==> config.mk <==
export PLATFORM = sky130hd
export DESIGN_NAME = hex_entry_input
export DESIGN_NICKNAME = d
export VERILOG_FILES = /design/src/rtl/hex_entry_input.sv
export SDC_FILE = /design/constraint.sdc
export NUM_CORES = 1
export LEC_CHECK = 0
export ABC_AREA = 1
export BUFFER_PORTS_ARGS = -buffer_cell sky130_fd_sc_hd__buf_2
export CORE_AREA = 10 10 161 163
export DETAILED_ROUTE_END_ITERATION = 12
export DIE_AREA = 0 0 171 173
export GPL_ROUTABILITY_DRIVEN = 0
export PLACE_DENSITY = 0.68
export SYNTH_ARGS = -nofsm -noshare
export SYNTH_HDL_FRONTEND = slang
export SYNTH_SLANG_ARGS = --single-unit
==> constraint.sdc <==
create_clock -name clk -period 2.4 [get_ports clk]
set_input_delay 0.72 -clock clk [delete_from_list [all_inputs] [get_ports clk]]
set_output_delay 0.72 -clock clk [all_outputs]
set_load 0.01 [all_outputs]
==> src/rtl/hex_entry_input.sv <==
// Button/switch hex entry for the Basys board: debounced push buttons build a 32-bit value
// nibble by nibble and hand it to the core over valid/ready. Optional: HEX_ENTRY_AUTOREPEAT_EN.
module hex_entry_input #(
    parameter int DEBOUNCE_CYCLES = 500000,
    parameter int CNT_W           = 20,
    parameter int SYNC_STAGES     = 2,
    parameter int REPEAT_DELAY    = 50000000,
    parameter int REPEAT_PERIOD   = 10000000
) (
    input  logic        clk,
    input  logic        reset,
    input  logic [4:0]  btn_raw,
    input  logic [3:0]  sw,
    input  logic        data_ready,
    output logic [31:0] entry_value,
    output logic [3:0]  entry_count,
    output logic        dest_sel,
    output logic [31:0] data_out,
    output logic        data_valid
);

    localparam logic [0:0] EDIT = 1'b0;
    localparam logic [0:0] PEND = 1'b1;

    localparam int BTN_C = 0;
    localparam int BTN_U = 1;
    localparam int BTN_D = 2;
    localparam int BTN_L = 3;
    localparam int BTN_R = 4;

    localparam logic [CNT_W-1:0] CNT_MAX = CNT_W'(DEBOUNCE_CYCLES - 1);

    if (SYNC_STAGES < 2 || DEBOUNCE_CYCLES < 1 || (DEBOUNCE_CYCLES - 1) >= (2 ** CNT_W)
        || REPEAT_DELAY < 1 || REPEAT_PERIOD < 1) begin : g_param_check
        $error("hex_entry_input: illegal parameter combination");
    end

    logic [SYNC_STAGES-1:0][4:0] sync_q;
    logic [4:0][CNT_W-1:0]       cnt_q;
    logic [4:0]                  st_q;
    logic [4:0]                  st_dly_q;
    logic [4:0]                  sync_bit;
    logic [4:0]                  pulse;
    logic                        shift_req;

    logic [0:0]  state_q,  state_d;
    logic [31:0] value_q,  value_d;
    logic [3:0]  count_q,  count_d;
    logic        dest_q,   dest_d;
    logic [31:0] dout_q,   dout_d;
    logic        valid_q,  valid_d;

    // NOTE: every clocked block uses non-blocking (<=) so all flops update from pre-edge values.
    always_ff @(posedge clk) begin
        if (reset) begin
            sync_q <= '0;
        end else begin
            sync_q <= {sync_q[SYNC_STAGES-2:0], btn_raw};
        end
    end

    assign sync_bit = sync_q[SYNC_STAGES-1];

    // A change is accepted only after DEBOUNCE_CYCLES consecutive cycles of disagreement.
    always_ff @(posedge clk) begin
        if (reset) begin
            cnt_q    <= '0;
            st_q     <= '0;
            st_dly_q <= '0;
        end else begin
            st_dly_q <= st_q;
            for (int b = 0; b < 5; b++) begin
                if (sync_bit[b] == st_q[b]) begin
                    cnt_q[b] <= '0;
                end else if (cnt_q[b] == CNT_MAX) begin
                    st_q[b]  <= sync_bit[b];
                    cnt_q[b] <= '0;
                end else begin
                    cnt_q[b] <= cnt_q[b] + 1'b1;
                end
            end
        end
    end

    assign pulse = st_q & ~st_dly_q;

`ifdef HEX_ENTRY_AUTOREPEAT_EN
    logic [31:0] hold_q;
    logic        rep_pulse;

    // hold_q walks 0..DELAY, then cycles DELAY..DELAY+PERIOD-1; each visit to DELAY injects a shift.
    always_ff @(posedge clk) begin
        if (reset || !st_q[BTN_U] || state_q != EDIT) begin
            hold_q <= '0;
        end else if (hold_q == 32'(REPEAT_DELAY + REPEAT_PERIOD - 1)) begin
            hold_q <= 32'(REPEAT_DELAY);
        end else begin
            hold_q <= hold_q + 32'd1;
        end
    end

    assign rep_pulse = st_q[BTN_U] && (state_q == EDIT) && (hold_q == 32'(REPEAT_DELAY));
    assign shift_req = pulse[BTN_U] | rep_pulse;
`else
    assign shift_req = pulse[BTN_U];
`endif

    // NOTE: every always_comb output takes its hold value first, so no path can infer a latch.
    always_comb begin
        state_d = state_q;
        value_d = value_q;
        count_d = count_q;
        dest_d  = dest_q;
        dout_d  = dout_q;
        valid_d = valid_q;
        case (state_q)
            EDIT: begin
                if (pulse[BTN_L]) begin
                    value_d = '0;
                    count_d = '0;
                end else if (pulse[BTN_C]) begin
                    dout_d  = value_q;
                    valid_d = 1'b1;
                    state_d = PEND;
                end else if (pulse[BTN_D]) begin
                    value_d = value_q >> 4;
                    count_d = (count_q == 4'd0) ? 4'd0 : count_q - 4'd1;
                end else if (shift_req) begin
                    value_d = {value_q[27:0], sw};
                    count_d = (count_q == 4'd8) ? 4'd8 : count_q + 4'd1;
                end else if (pulse[BTN_R]) begin
                    dest_d = ~dest_q;
                end
            end
            default: begin
                if (pulse[BTN_L]) begin
                    value_d = '0;
                    count_d = '0;
                end
                if (valid_q && data_ready) begin
                    valid_d = 1'b0;
                    value_d = '0;
                    count_d = '0;
                    state_d = EDIT;
                end
            end
        endcase
    end

    always_ff @(posedge clk) begin
        if (reset) begin
            state_q <= EDIT;
            value_q <= '0;
            count_q <= '0;
            dest_q  <= 1'b0;
            dout_q  <= '0;
            valid_q <= 1'b0;
        end else begin
            state_q <= state_d;
            value_q <= value_d;
            count_q <= count_d;
            dest_q  <= dest_d;
            dout_q  <= dout_d;
            valid_q <= valid_d;
        end
    end

    assign entry_value = value_q;
    assign entry_count = count_q;
    assign dest_sel    = dest_q;
    assign data_out    = dout_q;
    assign data_valid  = valid_q;

endmodule

**After elaboration in Yosys (flattened, before gate mapping)**

Cells that the tools add are included.

- Add/sub/neg operators: 7
- Equal/unequal tests: 15
- Multiplexer cells: 24
- Bitwise operators: 13
- Reductions and logical operators: 18

Operators with widths:

| operator | number |
|---|---|
| $mux 32 | 7 |
| $add 20x1->20 const B | 5 |
| $eq 20x19->1 const B | 5 |
| $mux 4 | 9 |
| $reduce_or 3->1 | 5 |
| $not 1->1 | 11 |
| $reduce_and 2->1 | 5 |
| $reduce_and 3->1 | 3 |
| $mux 1 | 8 |
| $reduce_and 6->1 | 1 |
| $and 5x5->5 | 1 |
| $eq 1x1->1 | 5 |
| $not 5->5 | 1 |
| $add 4x1->4 const B | 1 |
| $eq 4x4->1 const B | 1 |
| $logic_not 4->1 | 1 |
| $ne 2x1->1 const B | 2 |
| $reduce_bool 4->1 | 1 |
| $sub 4x1->4 const B | 1 |
| $ne 3x1->1 const B | 1 |
| $ne 3x2->1 const B | 1 |
| $reduce_bool 2->1 | 1 |
| $logic_and 1x1->1 | 1 |

- Bits in registers: 191
- Input bits: 12
- Output and inout bits: 70
- Logic and storage cells: 96

**Depth between registers and ports, before layout**

- Depth in word-level cells: 7
- Depth in mapped cells: 9

**Least setup slack after synthesis**

No wires, ideal clock.

- Path type: input to register
- From: in reset
- To: reg cnt_q[99] in the netlist's numbering
- Library setup time: 0.066 ns
- Arrival time: 1.581 ns
- Data required time: 2.334 ns
- Setup slack: 0.753 ns
- Stages: 7
- Buffers on the path: 2
- Cells stage by stage: buf_2 inv_2 o21ai_0 a21oi_1 nand2_2 buf_6 a21oi_2

- Cells in the longest elaborated chain, start to end: 1

Ends and longest elaborated chain:

| item | line | text |
|---|---|---|
| start: declaration | 11 | `input logic reset,` |
| $reduce_or 3->1 (no source line) | n/a |  |
| end signal: indexed assignment | 79 | `cnt_q[b] <= cnt_q[b] + 1'b1;` |
| end: declaration | 39 | `logic [4:0][CNT_W-1:0] cnt_q;` |

No other way between the ends.
A chain may end at the register's enable or synchronous reset.

**Worst setup path in the final report**

- From: reg st_q[0]
- To: reg dout_q[28], in the netlist data_out[28]

- Cells in the longest elaborated chain, start to end: 2

Ends and longest elaborated chain:

| item | line | text |
|---|---|---|
| start: declaration | 40 | `logic [4:0] st_q;` |
| start signal: indexed assignment | 76 | `st_q[b] <= sync_bit[b];` |
| $and 5x5->5 | 85 | `assign pulse = st_q & ~st_dly_q;` |
| $reduce_and 3->1 (no source line) | n/a |  |
| end signal: assignment | 163 | `dout_q <= dout_d;` |
| end: declaration | 50 | `logic [31:0] dout_q, dout_d;` |

No other way between the ends.

==> results.ini <==
[run_status]
status = complete, no violations

[yosys]
syn_inst = 1282
synth_nets = 1302
yosys.area.top_type = dfxtp_1
synth_cell_types = 40
synth_area_per_cell_um2 = 6.97
ys_warn_count = 0
netlist_area_um2 = 8930
synth_top_area_frac = 0.428
ys_ff_latch = 191
yosysSeqAreaShare = 0.428
synthTopCellsByArea = dfxtp_1, nand2_1, nor2_1

[finish]
design_area_um2 = 10200
finalNetCount = 1372
area_growth_pct = 13.7
final_cell_mix = nand2_1, nor2_1, dfxtp_1
seq_area_um2 = 3820
multiInputGateArea_um2 = 4370
final_common_cell = nand2_1
nFillCells = 2323
drive_gt1_frac = 0.115

[clock_tree]
postCtsSetupBuffers = 0
postCtsHoldBufs = 0
cts_tree = built
clk_pin_slew_ns = 0.08
htree_levels = 4
cts-buffers-inserted = 17
cts_resized = 0
cts_root_buf = clkbuf_16
cts_sinks = 191
worstSkewPairLatency_ns = 0.44
clock_path_buffers = 2

[worst_setup_path]
cp-end-kind = flop
critPathRequiredTime_ns = 2.78
cp.arrival_ns = 2.23
startpoint_type = flop
path_class = reg2reg
critPathMaxFanout = 45

[timing]
period_minus_slack_ns = 1.85
setup_tns_ns = 0
finalMaxSlewViolations = 0
skew_ns = 0.0152
rsz0062_at_grt = no
finalHoldViolations = 0
clock.fmax_ghz = 0.540
finalCritPeriodShare = 0.772
maxSlewHeadroom = 0.553
tightest_slew_ns = 0.671
finalSetupViolCount = 0

[route]
ant_nets = 0
firstDrtPassIters = 5
wl_per_cell_um = 12.9
drt-initial-drc-count = 500
routed_via_density = 4.92
wl_mm = 21.3
vias = 8129
route.detailed.drc = 0

[run]
maxCapViolCount = 0

[global_routing]
grt_pass1_wl_mm = 36.2
track_usage = 0.144
antenna_found_initial = 2
grt_max_degree = 50
grt_pass1_vias = 7451
gr-total-overflow = 0

[pwr]
power_density_nw_per_um2 = 607
peakVddDrop_mv = 0.390
leakagePower_uw = 0.00379

[placement]
dpl_cell_area_um2 = 9540
dp_hpwl_mm = 15.3
io_buffer_count = 81

[die]
die_w_um = 171
dieArea_um2 = 29600
fp.dieH_um = 173
core_um2 = 22600
ios = 82
start_util = 0.396
rows = 55

[min_path]
min_path_type = reg2reg

cell families after synthesis:
kind of cell | Yosys count | share of synthesized area
xor gates and xnor gates | 36 | 0.0353
and+or+nand+nor | 705 | 0.345
DFF | 191 | 0.428
buffers and inverters | 175 | 0.0833
adders and majority gates | 8 | 0.0112
AOI/OAI and AO/OA | 167 | 0.0972
synth_stat cells, drive strengths merged:
cell type / count
o211ai: 1
buf: 23
a21oi: 91
dfxtp: 191
a31oi: 1
nor2: 238
o21ai: 64
and3: 2
xor2: 30
ha: 8
or2: 12
xnor2: 6
nand4: 39
nand3b: 5
nor3: 30
or3: 1
nand2: 286
o21a: 5
nand3: 88
and2: 1
o21bai: 5
clkbuf: 14
inv: 138
nor3b: 3
worst max-delay path, stage by stage, from the launching register on:
cell and delay [ns]:
dfxtp_1 0.37, inv_2 0.07, nor2_4 0.11, nand3_2 0.26, inv_2 0.59, buf_4 0.25
nor2_1 0.04, nor2_1 0.09
metrics by stage:
step / setup WS [ns] / instances / util / hold WS, ns / total power, µW
finish: 0.546 / 1652 / 0.450 / 0.407 / 6160
global route: 0.318 / 1651 / 0.450 / 0.423 / 6370
CTS: 0.527 / 1650 / 0.450 / 0.411 / 6230
detailed placement: 0.367 / 1618 / 0.423 / 0.395 / 3330
global placement: 0.389 / 1618 / 0.423 / 0.395 / 3330
floorplan: 0.753 / 1282 / - / 0.388 / 3310
metal layers:
| layer | up-vias | share of wire | wire length, µm | global-route usage |
|---|---|---|---|---|
| li1 | 4252 | - | - | - |
| met2 | 137 | 0.47 | 9950 | 0.230 |
| met1 | 3718 | 0.48 | 10300 | 0.190 |
| met4 | 0 | 0.013 | 277 | 0.0431 |
| met3 | 22 | 0.038 | 809 | 0.0317 |
| met5 | - | 0 | 0 | 0 |
area by class of cell:
| class | count | area share |
|---|---|---|
| antenna | 2 | 0.000493 |
| tap | 285 | 0.0351 |
| multi-input combinational | 916 | 0.430 |
| inverter | 138 | 0.0512 |
| clock buffer | 17 | 0.0419 |
| clock inverter | 15 | 0.0187 |
| timing repair buffer | 88 | 0.0463 |
| sequential | 191 | 0.376 |
state kept, by name (all words and copies together), names as in the netlist, 4 cells and up:
register     flops
cnt_q          100
data_out        32
entry_count      4
entry_value     32
st_dly_q         5
st_q             5
sync_bit         5
sync_q           5
where the power goes:
group	total (µW)	internal, µW	switching [µW]
logic	77.0	21.1	55.8
clock network	2900	1510	1400
registers	3180	3180	5.61
total	6160	4700	1460
final timing paths:
kind / from / endpoint / slack, ns / cells past startpoint
min reg2reg: sync_q[3] / sync_bit[3] / 0.41 / 2
max: st_q[0] / data_out[28] / 0.55 / 7
max reg2reg: st_q[0] / data_out[28] / 0.55 / 7
min: sync_q[3] / sync_bit[3] / 0.41 / 2
Power figures use the tool's default switching activity.
